**config.mk**
```make
export PLATFORM = sky130hd
export DESIGN_NAME = alu_issue_ctrl_flat
export DESIGN_NICKNAME = d
export VERILOG_FILES = /design/src/rtl/alu_issue_ctrl_if.sv /design/src/rtl/alu_issue_ctrl.sv /design/src/flat_wrapper.sv
export SDC_FILE = /design/constraint.sdc
export NUM_CORES = 1
export LEC_CHECK = 0
export BUFFER_PORTS_ARGS = -buffer_cell sky130_fd_sc_hd__buf_2
export CORE_MARGIN = 5
export CORE_UTILIZATION = 48
export DETAILED_ROUTE_END_ITERATION = 16
export GPL_TIMING_DRIVEN = 0
export PLACE_DENSITY = 0.83
export SYNTH_ARGS = -nofsm -noshare
export SYNTH_HDL_FRONTEND = slang
export SYNTH_SLANG_ARGS = --single-unit
```
**constraint.sdc**
```tcl
create_clock -name clk -period 2.21 [get_ports clk]
set_input_delay 0.3315 -clock clk [delete_from_list [all_inputs] [get_ports clk]]
set_output_delay 0.3315 -clock clk [all_outputs]
set_load 0.01 [all_outputs]
```
**src/rtl/alu_issue_ctrl_if.sv**
```systemverilog
// Command, ALU-drive and status bundle for alu_issue_ctrl.
// slave is the controller side, master is the upstream/ALU/observer side.
interface alu_issue_ctrl_if;
  // Handshake: a command transfers on a rising clk edge where cmd_valid && cmd_ready;
  // the upstream holds cmd_valid and the command fields stable until that edge,
  // and cmd_ready never depends on cmd_valid.
  logic       cmd_valid;
  logic       cmd_ready;
  logic [7:0] cmd_op;
  logic [1:0] cmd_dst;
  logic [1:0] cmd_src_a;
  logic [1:0] cmd_src_b;
  logic       cmd_use_imm;
  logic [7:0] cmd_imm;

  logic [7:0] alu_A;
  logic [7:0] alu_B;
  logic [7:0] alu_Selector;
  logic [7:0] alu_X;
  logic [7:0] alu_Flags;

  logic [7:0] flags_q;
  logic       done;
  logic       err;
  logic [1:0] rd_sel;
  logic [7:0] rd_data;

  modport slave (
    input  cmd_valid, cmd_op, cmd_dst, cmd_src_a, cmd_src_b, cmd_use_imm, cmd_imm,
    input  alu_X, alu_Flags, rd_sel,
    output cmd_ready, alu_A, alu_B, alu_Selector, flags_q, done, err, rd_data
  );

  modport master (
    output cmd_valid, cmd_op, cmd_dst, cmd_src_a, cmd_src_b, cmd_use_imm, cmd_imm,
    output alu_X, alu_Flags, rd_sel,
    input  cmd_ready, alu_A, alu_B, alu_Selector, flags_q, done, err, rd_data
  );
endinterface

```
**src/rtl/alu_issue_ctrl.sv**
```systemverilog
// Issue controller for an external combinational 8-bit ALU: latches a command,
// drives the ALU for one cycle, commits result/flags to a 4x8 register file.
module alu_issue_ctrl (
  input  logic                 clk,
  input  logic                 rst,
  alu_issue_ctrl_if.slave      bus,
  output logic [1:0]           dbg_state
);

  typedef enum logic [1:0] {
    IDLE  = 2'd0,
    ISSUE = 2'd1,
    DONE  = 2'd2
  } state_e;

  localparam logic [7:0] OP_DIV = 8'h04;
  localparam logic [7:0] OP_REM = 8'h05;
  localparam logic [7:0] OP_CMP = 8'h0F;
  localparam logic [7:0] OP_MOV = 8'h80;

  state_e          state_q, state_d;
  logic [3:0][7:0] rf_q, rf_d;
  logic [7:0]      op_q, op_d;
  logic [7:0]      a_q, a_d;
  logic [7:0]      b_q, b_d;
  logic [1:0]      dst_q, dst_d;
  logic [7:0]      flags_q, flags_d;
  logic            done_q, done_d;
  logic            err_q, err_d;

  logic            accept;
  logic            op_legal;
  logic            div_zero;
  logic            reject;

  assign bus.cmd_ready = (state_q == IDLE) && !rst;
  assign accept        = bus.cmd_valid && bus.cmd_ready;

  // The latched op/operand registers are the ALU drive registers: loaded on
  // accept, cleared when ISSUE ends, so the ALU inputs read 0x00 outside ISSUE.
  assign bus.alu_Selector = op_q;
  assign bus.alu_A        = a_q;
  assign bus.alu_B        = b_q;
  assign bus.flags_q      = flags_q;
  assign bus.done         = done_q;
  assign bus.err          = err_q;
  assign bus.rd_data      = rf_q[bus.rd_sel];
  assign dbg_state        = state_q;

  assign op_legal = ((op_q >= 8'h01) && (op_q <= 8'h0F)) || (op_q == OP_MOV);
  assign div_zero = ((op_q == OP_DIV) || (op_q == OP_REM)) && (b_q == 8'h00);
  assign reject   = !op_legal || div_zero;

  always_comb begin
    state_d = state_q;
    rf_d    = rf_q;
    op_d    = op_q;
    a_d     = a_q;
    b_d     = b_q;
    dst_d   = dst_q;
    flags_d = flags_q;
    done_d  = 1'b0;
    err_d   = 1'b0;
    case (state_q)
      IDLE: begin
        if (accept) begin
          op_d    = bus.cmd_op;
          dst_d   = bus.cmd_dst;
          a_d     = rf_q[bus.cmd_src_a];
          b_d     = bus.cmd_use_imm ? bus.cmd_imm : rf_q[bus.cmd_src_b];
          state_d = ISSUE;
        end
      end
      ISSUE: begin
        if (!reject) begin
          flags_d = bus.alu_Flags;
          // Compare only sets flags; its ALU result is discarded.
          if (op_q != OP_CMP) begin
            rf_d[dst_q] = bus.alu_X;
          end
        end
        err_d   = reject;
        done_d  = 1'b1;
        op_d    = 8'h00;
        a_d     = 8'h00;
        b_d     = 8'h00;
        state_d = DONE;
      end
      DONE: begin
        state_d = IDLE;
      end
      default: begin
        state_d = IDLE;
      end
    endcase
  end

  always_ff @(posedge clk or posedge rst) begin
    if (rst) begin
      state_q <= IDLE;
      rf_q    <= '0;
      op_q    <= 8'h00;
      a_q     <= 8'h00;
      b_q     <= 8'h00;
      dst_q   <= 2'd0;
      flags_q <= 8'h00;
      done_q  <= 1'b0;
      err_q   <= 1'b0;
    end else begin
      state_q <= state_d;
      rf_q    <= rf_d;
      op_q    <= op_d;
      a_q     <= a_d;
      b_q     <= b_d;
      dst_q   <= dst_d;
      flags_q <= flags_d;
      done_q  <= done_d;
      err_q   <= err_d;
    end
  end

endmodule

```
**src/flat_wrapper.sv**
```systemverilog
// flat-port wrapper written by rule: the top's interface ports become plain ports
module alu_issue_ctrl_flat 
  (clk, rst, dbg_state, bus_cmd_valid, bus_cmd_op, bus_cmd_dst, bus_cmd_src_a, bus_cmd_src_b, bus_cmd_use_imm, bus_cmd_imm, bus_alu_X, bus_alu_Flags, bus_rd_sel, bus_cmd_ready, bus_alu_A, bus_alu_B, bus_alu_Selector, bus_flags_q, bus_done, bus_err, bus_rd_data);
  alu_issue_ctrl_if bus_i ();
  input  logic clk;
  input  logic rst;
  output logic [1:0] dbg_state;
  input wire logic [$bits(bus_i.cmd_valid)-1:0] bus_cmd_valid;
  input wire logic [$bits(bus_i.cmd_op)-1:0] bus_cmd_op;
  input wire logic [$bits(bus_i.cmd_dst)-1:0] bus_cmd_dst;
  input wire logic [$bits(bus_i.cmd_src_a)-1:0] bus_cmd_src_a;
  input wire logic [$bits(bus_i.cmd_src_b)-1:0] bus_cmd_src_b;
  input wire logic [$bits(bus_i.cmd_use_imm)-1:0] bus_cmd_use_imm;
  input wire logic [$bits(bus_i.cmd_imm)-1:0] bus_cmd_imm;
  input wire logic [$bits(bus_i.alu_X)-1:0] bus_alu_X;
  input wire logic [$bits(bus_i.alu_Flags)-1:0] bus_alu_Flags;
  input wire logic [$bits(bus_i.rd_sel)-1:0] bus_rd_sel;
  output wire logic [$bits(bus_i.cmd_ready)-1:0] bus_cmd_ready;
  output wire logic [$bits(bus_i.alu_A)-1:0] bus_alu_A;
  output wire logic [$bits(bus_i.alu_B)-1:0] bus_alu_B;
  output wire logic [$bits(bus_i.alu_Selector)-1:0] bus_alu_Selector;
  output wire logic [$bits(bus_i.flags_q)-1:0] bus_flags_q;
  output wire logic [$bits(bus_i.done)-1:0] bus_done;
  output wire logic [$bits(bus_i.err)-1:0] bus_err;
  output wire logic [$bits(bus_i.rd_data)-1:0] bus_rd_data;
  assign bus_i.cmd_valid = bus_cmd_valid;
  assign bus_i.cmd_op = bus_cmd_op;
  assign bus_i.cmd_dst = bus_cmd_dst;
  assign bus_i.cmd_src_a = bus_cmd_src_a;
  assign bus_i.cmd_src_b = bus_cmd_src_b;
  assign bus_i.cmd_use_imm = bus_cmd_use_imm;
  assign bus_i.cmd_imm = bus_cmd_imm;
  assign bus_i.alu_X = bus_alu_X;
  assign bus_i.alu_Flags = bus_alu_Flags;
  assign bus_i.rd_sel = bus_rd_sel;
  assign bus_cmd_ready = bus_i.cmd_ready;
  assign bus_alu_A = bus_i.alu_A;
  assign bus_alu_B = bus_i.alu_B;
  assign bus_alu_Selector = bus_i.alu_Selector;
  assign bus_flags_q = bus_i.flags_q;
  assign bus_done = bus_i.done;
  assign bus_err = bus_i.err;
  assign bus_rd_data = bus_i.rd_data;
  alu_issue_ctrl u_core (.clk(clk), .rst(rst), .bus(bus_i), .dbg_state(dbg_state));
endmodule
```
==> impl_metrics.csv, run 1 <==
group,metric,value,unit
clock_tree,cts-root-buf,"clkbuf_8",
sta,drv_slew,0,
clock_tree,clock_path_buffers,2,
floorplanning,die_h,94.0,um
hold_path,hold_path.class,"in2async",
finish,nFillCells,550,
pwr,power.leakage,2.06,nW
sta,finalCritPeriodShare,1.03,
run_status,status,"finished, violations left",
clock_tree,cts_tree,"done",
sta,fin_ws,-0.0760,ns
routing,drc_errors,0,
sta,hold_viol,0,
global_route,grt_max_degree,71,
clock_tree,htree_levels,3,
sta,finalSetupTns,-0.994,ns
clock_tree,insertion_delay,0.34,ns
placement,place_congestion,0.785,
finish,num_antenna_cells,0,
worst_setup_path,cpMaxStageDelayCell,"or4b_4",
synthesis,synth_area,0.00339,mm^2
sta,relSlewSlack,0.438,
placement,place_hpwl,5750,um
global_route,overflow,0,
worst_setup_path,reg2reg_slack,-0.08,ns
sta,rsz0062_at_grt,"true",
synthesis,synth.net_count,295,
worst_setup_path,rr_startpoint,"u_core.bus.alu_Selector[1]$_DFFE_PP0P_",
clock_tree,cts_buffers,9,
sta,tightest_slew,0.843,ns
pwr,powerDensity,1100,mW/mm^2
finish,fin_cells,449,
floorplanning,dieArea,0.00884,mm^2
routing,drt-initial-drc-count,89,
run,max_cap_viol_count,0,
worst_setup_path,cp.required,2.43,ns
worst_setup_path,r2r_cells,5,
synthesis,yosysSeqAreaShare,0.517,
finish,layout_common_cells,"buf_2 (82), dfrtp_1 (69), nand2_1 (40), mux2_4 (24), mux4_2 (24)",
global_route,antenna_found_initial,0,
worst_setup_path,crit_fanout,8,
finish,regArea,0.00175,mm^2
sta,finalSetupViolations,16,
finish,nets,392,
floorplanning,core-area,0.00683,mm^2
sta,max_freq,437,MHz
floorplanning,row_count,30,
sta,fin_skew,0.0113,ns
routing,ant_nets,0,
worst_setup_path,crit_type,"reg2reg",
routing,vias_per_cell,5.50,
synthesis,ys_seq_elements,70,
routing,dr_total_vias,2468,
synthesis,yosysWarnings,0,
global_route,grt_pass1_wl,13400,um
finish,multi_input_area,0.00163,mm^2
synthesis,netlist_instances,251,
worst_setup_path,worstReg2RegEnd,"u_core.rf_q[23]$_DFFE_PP0P_",
routing,drt_wl_total,8410,um
finish,areaGrowthSynthToFinish,25.8,%
routing,drt-wirelength-per-cell,18.7,um
finish,final_layout_size_suffix_gt1_frac,0.499,
worst_setup_path,arrival,2.50,ns
clock_tree,cts_sinks,70,
worst_setup_path,critical_path.cell_chain,"nor4_4 > xnor2_1 > nand4_1 > or4b_4 > mux2_4",
floorplanning,io_pins,89,
routing,firstDrtPassIters,4,
floorplanning,die_w,94.0,um
finish,layout_commonest_cell,"buf_2",
placement,io_buffers,81,
worst_setup_path,end_kind,"flip-flop",
global_route,grt_usage,0.200,
synthesis,syn_area_per_cell,13.5,um^2
global_route,grt_pass1_vias,2604,
worst_setup_path,crit_path_start_kind,"flip-flop",
sta,min_period,2.29,ns
pwr,peakVddDrop,0.733,mV
run_status,failed_checks,"negative setup slack",
clock_tree,clk_pin_slew,0.08,ns
synthesis,yosysUniqueCellTypes,28,
placement,dp.cells,428,
worst_setup_path,slowest_delay,0.71,ns
floorplanning,start_util,0.496,
==> cells in the mapped netlist <==
cell type | number | share of area
nor3_2 | 1 | 0.0030
nor2_1 | 1 | 0.0011
dfrtp_1 | 70 | 0.52
nor2b_1 | 1 | 0.0018
nand4_1 | 2 | 0.0037
o21ai_0 | 8 | 0.012
nor4b_4 | 1 | 0.0070
nor4_1 | 3 | 0.0055
or4_1 | 1 | 0.0022
mux2_4 | 8 | 0.035
buf_1 | 5 | 0.0055
nand2_1 | 40 | 0.044
mux2i_1 | 8 | 0.024
and4_1 | 1 | 0.0026
mux4_2 | 24 | 0.16
nand2b_1 | 1 | 0.0018
or4b_1 | 1 | 0.0030
clkbuf_1 | 7 | 0.0078
a31oi_1 | 1 | 0.0018
inv_1 | 2 | 0.0022
mux2_2 | 32 | 0.11
buf_2 | 2 | 0.0030
xnor2_1 | 1 | 0.0026
nor3_1 | 2 | 0.0030
nand3_1 | 17 | 0.025
a21oi_1 | 7 | 0.010
clkinv_1 | 2 | 0.0022
buf_6 | 2 | 0.0066
==> worst max path at each step <==
stage	start	end	slack, ns	cells past startpoint
after floorplan	u_core.bus.alu_Selector[0]$_DFFE_PP0P_	u_core.rf_q[24]$_DFFE_PP0P_	0.04	6
after global placement	rst	u_core.rf_q[23]$_DFFE_PP0P_	-0.67	2
after detailed placement	u_core.bus.alu_Selector[0]$_DFFE_PP0P_	u_core.rf_q[9]$_DFFE_PP0P_	-0.33	6
after CTS	u_core.bus.alu_Selector[3]$_DFFE_PP0P_	u_core.rf_q[23]$_DFFE_PP0P_	-0.06	6
after global routing	u_core.bus.alu_Selector[3]$_DFFE_PP0P_	u_core.rf_q[23]$_DFFE_PP0P_	-0.14	5
final	u_core.bus.alu_Selector[1]$_DFFE_PP0P_	u_core.rf_q[23]$_DFFE_PP0P_	-0.08	5
==> cell type report <==
class / instances / area share
Tap cell: 96 / 0.0282
Buffer: 15 / 0.0170
Timing Repair Buffer: 87 / 0.110
Clock inverter: 6 / 0.0144
Multi-Input combinational cell: 161 / 0.382
Sequential cell: 70 / 0.411
Clock buffer: 10 / 0.0323
Inverter: 4 / 0.00411
==> flip-flops by register name, summed over array words and instances (netlist names) <==
register,count
u_core.rf_q,32
u_core.bus.alu_A,8
u_core.bus.alu_B,8
u_core.bus.alu_Selector,8
u_core.bus.flags_q,8
u_core.dbg_state,2
u_core.dst_q,2
u_core.bus.done,1
u_core.bus.err,1
==> power by group <==
group | switching [mW] | leakage, nW | total (mW) | internal, mW
sequential | 0.373 | 0.887 | 2.10 | 1.72
combinational | 0.615 | 1.07 | 1.58 | 0.970
clock | 0.477 | 0.102 | 1.03 | 0.548
total | 1.47 | 2.06 | 4.71 | 3.24
==> critical path: cells and delay by family, from the launching register on <==
family | cells | cell delay, ns
and+or+nand+nor | 3 | 1.21
DFF | 1 | 0.45
muxes | 1 | 0.34
xor gates and xnor gates | 1 | 0.17
==> repair_timing <==
action	4_1_cts	5_1_grt
pin swaps	5	1
setup endpoints to repair	32	32
hold buffers	0	0
gates resized for setup	7	18
setup buffers	6	0
gates cloned	0	0
==> stage by stage <==
step | worst slack [ns] | instance area [um^2] | util | hold slack, ns | power (mW)
finish | -0.0760 | 4260 | 0.624 | 0.180 | 4.71
detailed placement | -0.331 | 3920 | 0.573 | 0.481 | 3.60
global route | -0.143 | 4260 | 0.624 | 0.183 | 4.97
CTS | -0.0635 | 4200 | 0.615 | 0.167 | 4.66
global placement | -0.674 | 3910 | 0.573 | 0.481 | 3.51
floorplan | 0.0418 | 3390 | - | 0.437 | 3.05
==> layer usage <==
metal | part of all wire | global-route usage | up-vias | routed length, um
li1 | - | - | 1118 | -
met4 | 0.013 | 0.0794 | 0 | 110
met1 | 0.44 | 0.283 | 1253 | 3690
met5 | 0 | 0 | - | 0
met2 | 0.49 | 0.310 | 89 | 4100
met3 | 0.060 | 0.0313 | 8 | 507
==> kinds of logic (layout without fill, tap and decap cells) <==
| family | after synthesis | in the layout | synth area share |
|---|---|---|---|
| AOI/OAI and AO/OA | 16 | 16 | 0.0240 |
| and+or+nand+nor | 72 | 72 | 0.104 |
| buffers and inverters | 20 | 122 | 0.0273 |
| muxes | 72 | 72 | 0.325 |
| DFF | 70 | 70 | 0.517 |
| xor gates and xnor gates | 1 | 1 | 0.00259 |
Note: power is estimated with default switching activity, not from simulation.
==> run 2: changes to the inputs <==
--- a/config.mk
+++ b/config.mk
@@ -10,6 +10,7 @@
 export CORE_UTILIZATION = 48
 export DETAILED_ROUTE_END_ITERATION = 16
 export GPL_TIMING_DRIVEN = 0
+export MAX_ROUTING_LAYER = met4
 export PLACE_DENSITY = 0.83
 export SYNTH_ARGS = -nofsm -noshare
 export SYNTH_HDL_FRONTEND = slang
==> run 2 against run 1 <==
Effect of this change:
- maximum frequency decreased by 0.39%
- setup slack got worse by 0.0090 ns
- the flow still finishes with violations (negative setup slack)
- register-to-register slack about the same
- via count increased by 0.12%
- sequential cell count unchanged
- design area unchanged
==> impl_metrics.csv, run 2 (synthesis gave the netlist of run 1 again) <==
group,metric,value,unit
global_route,grt_max_degree,71,
worst_setup_path,cp.required,2.43,ns
routing,drt-initial-drc-count,137,
finish,largest_reg_flops,32,
floorplanning,die_h,94.0,um
placement,io_buffers,81,
run,max_cap_viol_count,0,
clock_tree,insertion_delay,0.35,ns
worst_setup_path,arrival,2.52,ns
finish,layout_commonest_cell,"buf_2",
finish,nets,392,
clock_tree,cts_tree,"done",
routing,drt_wl_total,8400,um
floorplanning,start_util,0.496,
worst_setup_path,crit_path_start_kind,"flip-flop",
clock_tree,cts_sinks,70,
routing,drt-wirelength-per-cell,18.7,um
sta,tightest_slew,0.866,ns
routing,firstDrtPassIters,4,
global_route,grt_pass1_vias,2612,
routing,dr_total_vias,2471,
pwr,power.leakage,2.06,nW
sta,finalCritPeriodShare,1.04,
finish,areaGrowthSynthToFinish,25.8,%
clock_tree,cts-root-buf,"clkbuf_8",
run_status,status,"finished, violations left",
sta,drv_slew,0,
clock_tree,clock_path_buffers,2,
run_status,failed_checks,"negative setup slack",
finish,num_antenna_cells,0,
finish,nFillCells,550,
finish,final_layout_size_suffix_gt1_frac,0.499,
sta,fin_skew,0.0124,ns
worst_setup_path,cp_num_buf_inv,0,
worst_setup_path,end_kind,"flip-flop",
floorplanning,core-area,0.00683,mm^2
sta,fin_ws,-0.0850,ns
worst_setup_path,crit_fanout,8,
sta,rsz0062_at_grt,"true",
global_route,overflow,0,
sta,min_period,2.30,ns
floorplanning,die_w,94.0,um
hold_path,hold_path.class,"in2async",
sta,finalSetupViolations,19,
sta,fin_hold_ws,0.158,ns
placement,place_hpwl,5750,um
placement,place_congestion,0.796,
floorplanning,io_pins,89,
global_route,grt_pass1_wl,13400,um
clock_tree,clk_pin_slew,0.08,ns
routing,ant_nets,0,
finish,fin_cells,449,
pwr,peakVddDrop,0.741,mV
global_route,antenna_found_initial,0,
placement,dp.cells,428,
clock_tree,htree_levels,3,
finish,top_register,"u_core.rf_q",
routing,vias_per_cell,5.50,
global_route,grt_usage,0.205,
worst_setup_path,crit_type,"reg2reg",
worst_setup_path,cpMaxStageDelayCell,"or4b_4",
floorplanning,dieArea,0.00884,mm^2
placement,dpl_cell_area,0.00392,mm^2
sta,hold_viol,0,
worst_setup_path,slowest_delay,0.71,ns
clock_tree,cts_hold_buf,0,
worst_setup_path,crit_family,"simple AND/OR/NAND/NOR gates",
worst_setup_path,critical_path.cell_chain,"nor4_4 > xnor2_1 > nand4_1 > or4b_4 > mux2_4",
finish,final_area,0.00426,mm^2
finish,layout_common_cells,"buf_2 (82), dfrtp_1 (69), nand2_1 (40), mux2_4 (24), mux4_2 (24)",
clock_tree,cts_buffers,9,
routing,drc_errors,0,
sta,max_freq,436,MHz
pwr,powerDensity,1100,mW/mm^2
floorplanning,row_count,30,
sta,relSlewSlack,0.422,
## run 2: cell counts in the layout (fill, tap and decap cells not counted)
No cell type changed its count.
## run 2: layout make-up
type	instances	area (um^2)	share of cell area
flip-flops and latches	70	1750	0.411
multi-input cells	161	1630	0.382
repair buffers	87	470	0.110
clock buffers	10	138	0.0323
well taps	96	120	0.0282
plain buffers	15	72.6	0.0170
clock inverters	6	61.3	0.0144
inverters	4	17.5	0.00411
## run 2: worst paths after layout
path | from | to | cells after the start | slack, ns
min in group clk | bus_cmd_dst[1] | u_core.dst_q[1]$_DFFE_PP0P_ | 3 | 0.17
max in group asynchronous | rst | u_core.rf_q[24]$_DFFE_PP0P_ | 2 | 1.45
hold reg to reg | u_core.bus.alu_A[2]$_DFFE_PP0P_ | u_core.bus.alu_A[2]$_DFFE_PP0P_ | 2 | 0.50
setup / recovery | u_core.bus.alu_Selector[1]$_DFFE_PP0P_ | u_core.rf_q[23]$_DFFE_PP0P_ | 5 | -0.09
hold / removal | rst | u_core.bus.alu_Selector[1]$_DFFE_PP0P_ | 2 | 0.16
setup reg to reg | u_core.bus.alu_Selector[1]$_DFFE_PP0P_ | u_core.rf_q[23]$_DFFE_PP0P_ | 5 | -0.09
## run 2: layer usage
| layer | wire, um | vias up | part of all wire | GRT usage |
|---|---|---|---|---|
| met1 | 3690 | 1244 | 0.44 | 0.282 |
| met2 | 4070 | 95 | 0.48 | 0.313 |
| met4 | 154 | 0 | 0.018 | 0.0794 |
| met3 | 492 | 13 | 0.059 | 0.0272 |
| met5 | 0 | - | 0 | - |
| li1 | - | 1119 | - | - |
## run 2: repair_timing
item                       in CTS  in global routing
gates resized for setup         7                 18
pin swaps                       5                  1
setup endpoints to repair      32                 32
setup buffers                   6                  0
## run 2: power breakdown
part	switching, mW	internal, mW	leakage [nW]
Sequential	0.371	1.72	0.887
Clock	0.482	0.548	0.102
Combinational	0.613	0.969	1.07
Total	1.47	3.24	2.06
## run 2: per-stage QoR
step	utilization	power [mW]	setup WS (ns)	setup TNS (ns)
finish	0.624	4.71	-0.0850	-1.17
global route	0.624	4.96	-0.140	-2.68
CTS	0.615	4.66	-0.0635	-0.451
detailed placement	0.573	3.60	-0.331	-6.92
global placement	0.573	3.51	-0.674	-51.73
floorplan	-	3.05	0.0418	0
==> run 3: changes to the inputs <==
--- a/config.mk
+++ b/config.mk
@@ -6,12 +6,15 @@
 export NUM_CORES = 1
 export LEC_CHECK = 0
 export BUFFER_PORTS_ARGS = -buffer_cell sky130_fd_sc_hd__buf_2
+export CORE_ASPECT_RATIO = 1.5
 export CORE_MARGIN = 5
-export CORE_UTILIZATION = 48
+export CORE_UTILIZATION = 49
+export CTS_BUF_LIST = sky130_fd_sc_hd__clkbuf_4
 export DETAILED_ROUTE_END_ITERATION = 16
+export GPL_ROUTABILITY_DRIVEN = 0
 export GPL_TIMING_DRIVEN = 0
 export MAX_ROUTING_LAYER = met4
-export PLACE_DENSITY = 0.83
+export PLACE_DENSITY = 0.84
 export SYNTH_ARGS = -nofsm -noshare
 export SYNTH_HDL_FRONTEND = slang
 export SYNTH_SLANG_ARGS = --single-unit
==> run 3 against run 2 <==
Effect of this change:
- the flow still finishes with violations (negative setup slack)
- global-route usage is 0.22 points higher
- clock power is 24% lower
- via count is 1.3% higher
- largest power group unchanged
==> impl_metrics.csv, run 3 (synthesis gave the netlist of run 1 again) <==
group,metric,value,unit
run_status,status,"finished, violations left",
run_status,failed_checks,"negative setup slack",
floorplanning,row_count,37,
pwr,intPower,3.05,mW
routing,drt-wirelength-per-cell,19.0,um
global_route,grt_use_met2,0.341,
finish,final_layout_size_suffix_gt1_frac,0.496,
clock_tree,cts_sinks,70,
clock_tree,clock_path_buffers,2,
global_route,overflow,0,
finish,regArea,0.00175,mm^2
worst_setup_path,cp.required,2.53,ns
clock_tree,cts_buffers,9,
global_route,grt_usage,0.207,
floorplanning,dieArea,0.00871,mm^2
routing,firstDrtPassIters,4,
floorplanning,io_pins,89,
finish,areaGrowthSynthToFinish,24.4,%
sta,rsz0062_at_grt,"true",
clock_tree,cts-root-buf,"clkbuf_4",
finish,fin_util,0.619,
sta,min_period,2.31,ns
finish,final_area,0.00422,mm^2
sta,fin_ws,-0.0973,ns
finish,fin_cells,433,
finish,top_register,"u_core.rf_q",
finish,nets,394,
pwr,powerDensity,1060,mW/mm^2
pwr,combPwrFrac,0.356,
worst_setup_path,crit_type,"reg2reg",
worst_setup_path,crit_path_start_kind,"flip-flop",
worst_setup_path,arrival,2.62,ns
global_route,grt_max_degree,39,
routing,dr_total_vias,2502,
worst_setup_path,worstReg2RegEnd,"u_core.rf_q[22]$_DFFE_PP0P_",
hold_path,hold_path.class,"in2async",
sta,finalSetupViolations,24,
sta,tightest_slew,0.779,ns
worst_setup_path,r2r_cells,6,
floorplanning,die_h,112,um
routing,drt_wl_total,8210,um
global_route,grtUsageMet3,0.0453,
finish,num_antenna_cells,0,
routing,vias_per_cell,5.78,
clock_tree,cts_hold_buf,0,
placement,dp.cells,411,
floorplanning,die_w,77.9,um
sta,drv_slew,0,
sta,hold_viol,0,
clock_tree,insertion_delay,0.43,ns
global_route,grt_pass1_vias,2673,
routing,drt-initial-drc-count,197,
clock_tree,htree_levels,3,
global_route,antenna_found_initial,0,
global_route,grt_pass1_wl,13700,um
finish,nFillCells,533,
routing,ant_nets,0,
sta,max_freq,433,MHz
floorplanning,start_util,0.498,
clock_tree,cts_tree,"done",
pwr,p_sw_frac,0.320,
pwr,power.leakage,2.05,nW
worst_setup_path,rr_startpoint,"u_core.bus.alu_Selector[3]$_DFFE_PP0P_",
placement,dpl_cell_area,0.00391,mm^2
worst_setup_path,crit_fanout,8,
worst_setup_path,setup.worst_path.start,"u_core.bus.alu_Selector[3]$_DFFE_PP0P_",
pwr,peakVddDrop,0.413,mV
worst_setup_path,end_kind,"flip-flop",
finish,layout_common_cells,"buf_2 (82), dfrtp_1 (70), nand2_1 (40), mux2_4 (24), mux4_2 (24)",
finish,largest_reg_flops,32,
routing,drc_errors,0,
finish,multi_input_area,0.00164,mm^2
pwr,pwr-share-clk,0.175,
pwr,power.net_switching,1.43,mW
pwr,seqPwrFrac,0.469,
run,max_cap_viol_count,0,
worst_setup_path,reg2reg_slack,-0.1,ns
finish,layout_commonest_cell,"buf_2",
sta,finalCritPeriodShare,1.04,
global_route,met1_usage,0.242,
pwr,power,4.48,mW
worst_setup_path,endpoint,"u_core.rf_q[22]$_DFFE_PP0P_",
global_route,grt_busiest_layer,"met2",
sta,relSlewSlack,0.481,
floorplanning,core-area,0.00681,mm^2
sta,fin_skew,0.0122,ns
clock_tree,clk_pin_slew,0.11,ns
placement,place_hpwl,5950,um
placement,io_buffers,81,
==> run 3: through the flow <==
step / worst slack [ns] / TNS, ns / hold slack [ns]
4_1_cts: -0.0739 / -0.552 / 0.0215
5_1_grt: -0.174 / -4.13 / 0.0501
3_5_place_dp: -0.404 / -7.52 / 0.484
6_report: -0.0973 / -1.39 / 0.0167
2_1_floorplan: 0.0418 / 0 / 0.437
3_3_place_gp: -0.613 / -47.23 / 0.484
==> run 3: what timing repair did <==
item                       in CTS  in global routing
setup endpoints to repair      32                 32
buffers inserted                6                  0
pin swaps                       4                  3
resized for setup              14                 11
==> run 3: final cells by class <==
| class | instances | area share |
|---|---|---|
| flip-flops and latches | 70 | 0.416 |
| multi-input cells | 161 | 0.388 |
| repair buffers | 88 | 0.118 |
| well taps | 78 | 0.0232 |
| plain buffers | 16 | 0.0208 |
| clock buffers | 10 | 0.0178 |
| clock inverters | 6 | 0.0125 |
| inverters | 4 | 0.00356 |
==> run 3: how the worst min path moves through the flow <==
stage	cells past startpoint	from	endpoint
detailed placement	2	u_core.bus.alu_A[6]$_DFFE_PP0P_	u_core.bus.alu_A[6]$_DFFE_PP0P_
global route	2	rst	u_core.bus.alu_Selector[2]$_DFFE_PP0P_
floorplan	2	bus_cmd_op[7]	u_core.bus.alu_Selector[7]$_DFFE_PP0P_
finish	2	rst	u_core.rf_q[7]$_DFFE_PP0P_
CTS	2	rst	u_core.bus.alu_Selector[2]$_DFFE_PP0P_
global placement	1	u_core.bus.flags_q[2]$_DFFE_PP0P_	u_core.bus.flags_q[2]$_DFFE_PP0P_
==> run 3: routing by layer <==
metal	vias to the layer above	routed length, um
li1	1122	-
met1	1278	3240
met2	88	4300
met3	14	502
met4	0	165
met5	-	0
==> run 3: power by group through the flow <==
stage	registers (mW)	clock network (mW)	logic, mW
3_3_place_gp	2.06	0	1.45
4_1_cts	2.08	0.790	1.57
5_1_grt	2.16	0.852	1.72
3_5_place_dp	2.11	0	1.50
2_1_floorplan	2.09	0	0.961
6_report	2.10	0.785	1.59
==> run 3: critical path, stage by stage (launching register included) <==
cell,delay (ns)
dfrtp_1,0.42
nor4_4,0.34
xnor2_2,0.16
nand4_1,0.21
or4b_4,0.59
buf_8,0.18
mux2_4,0.29
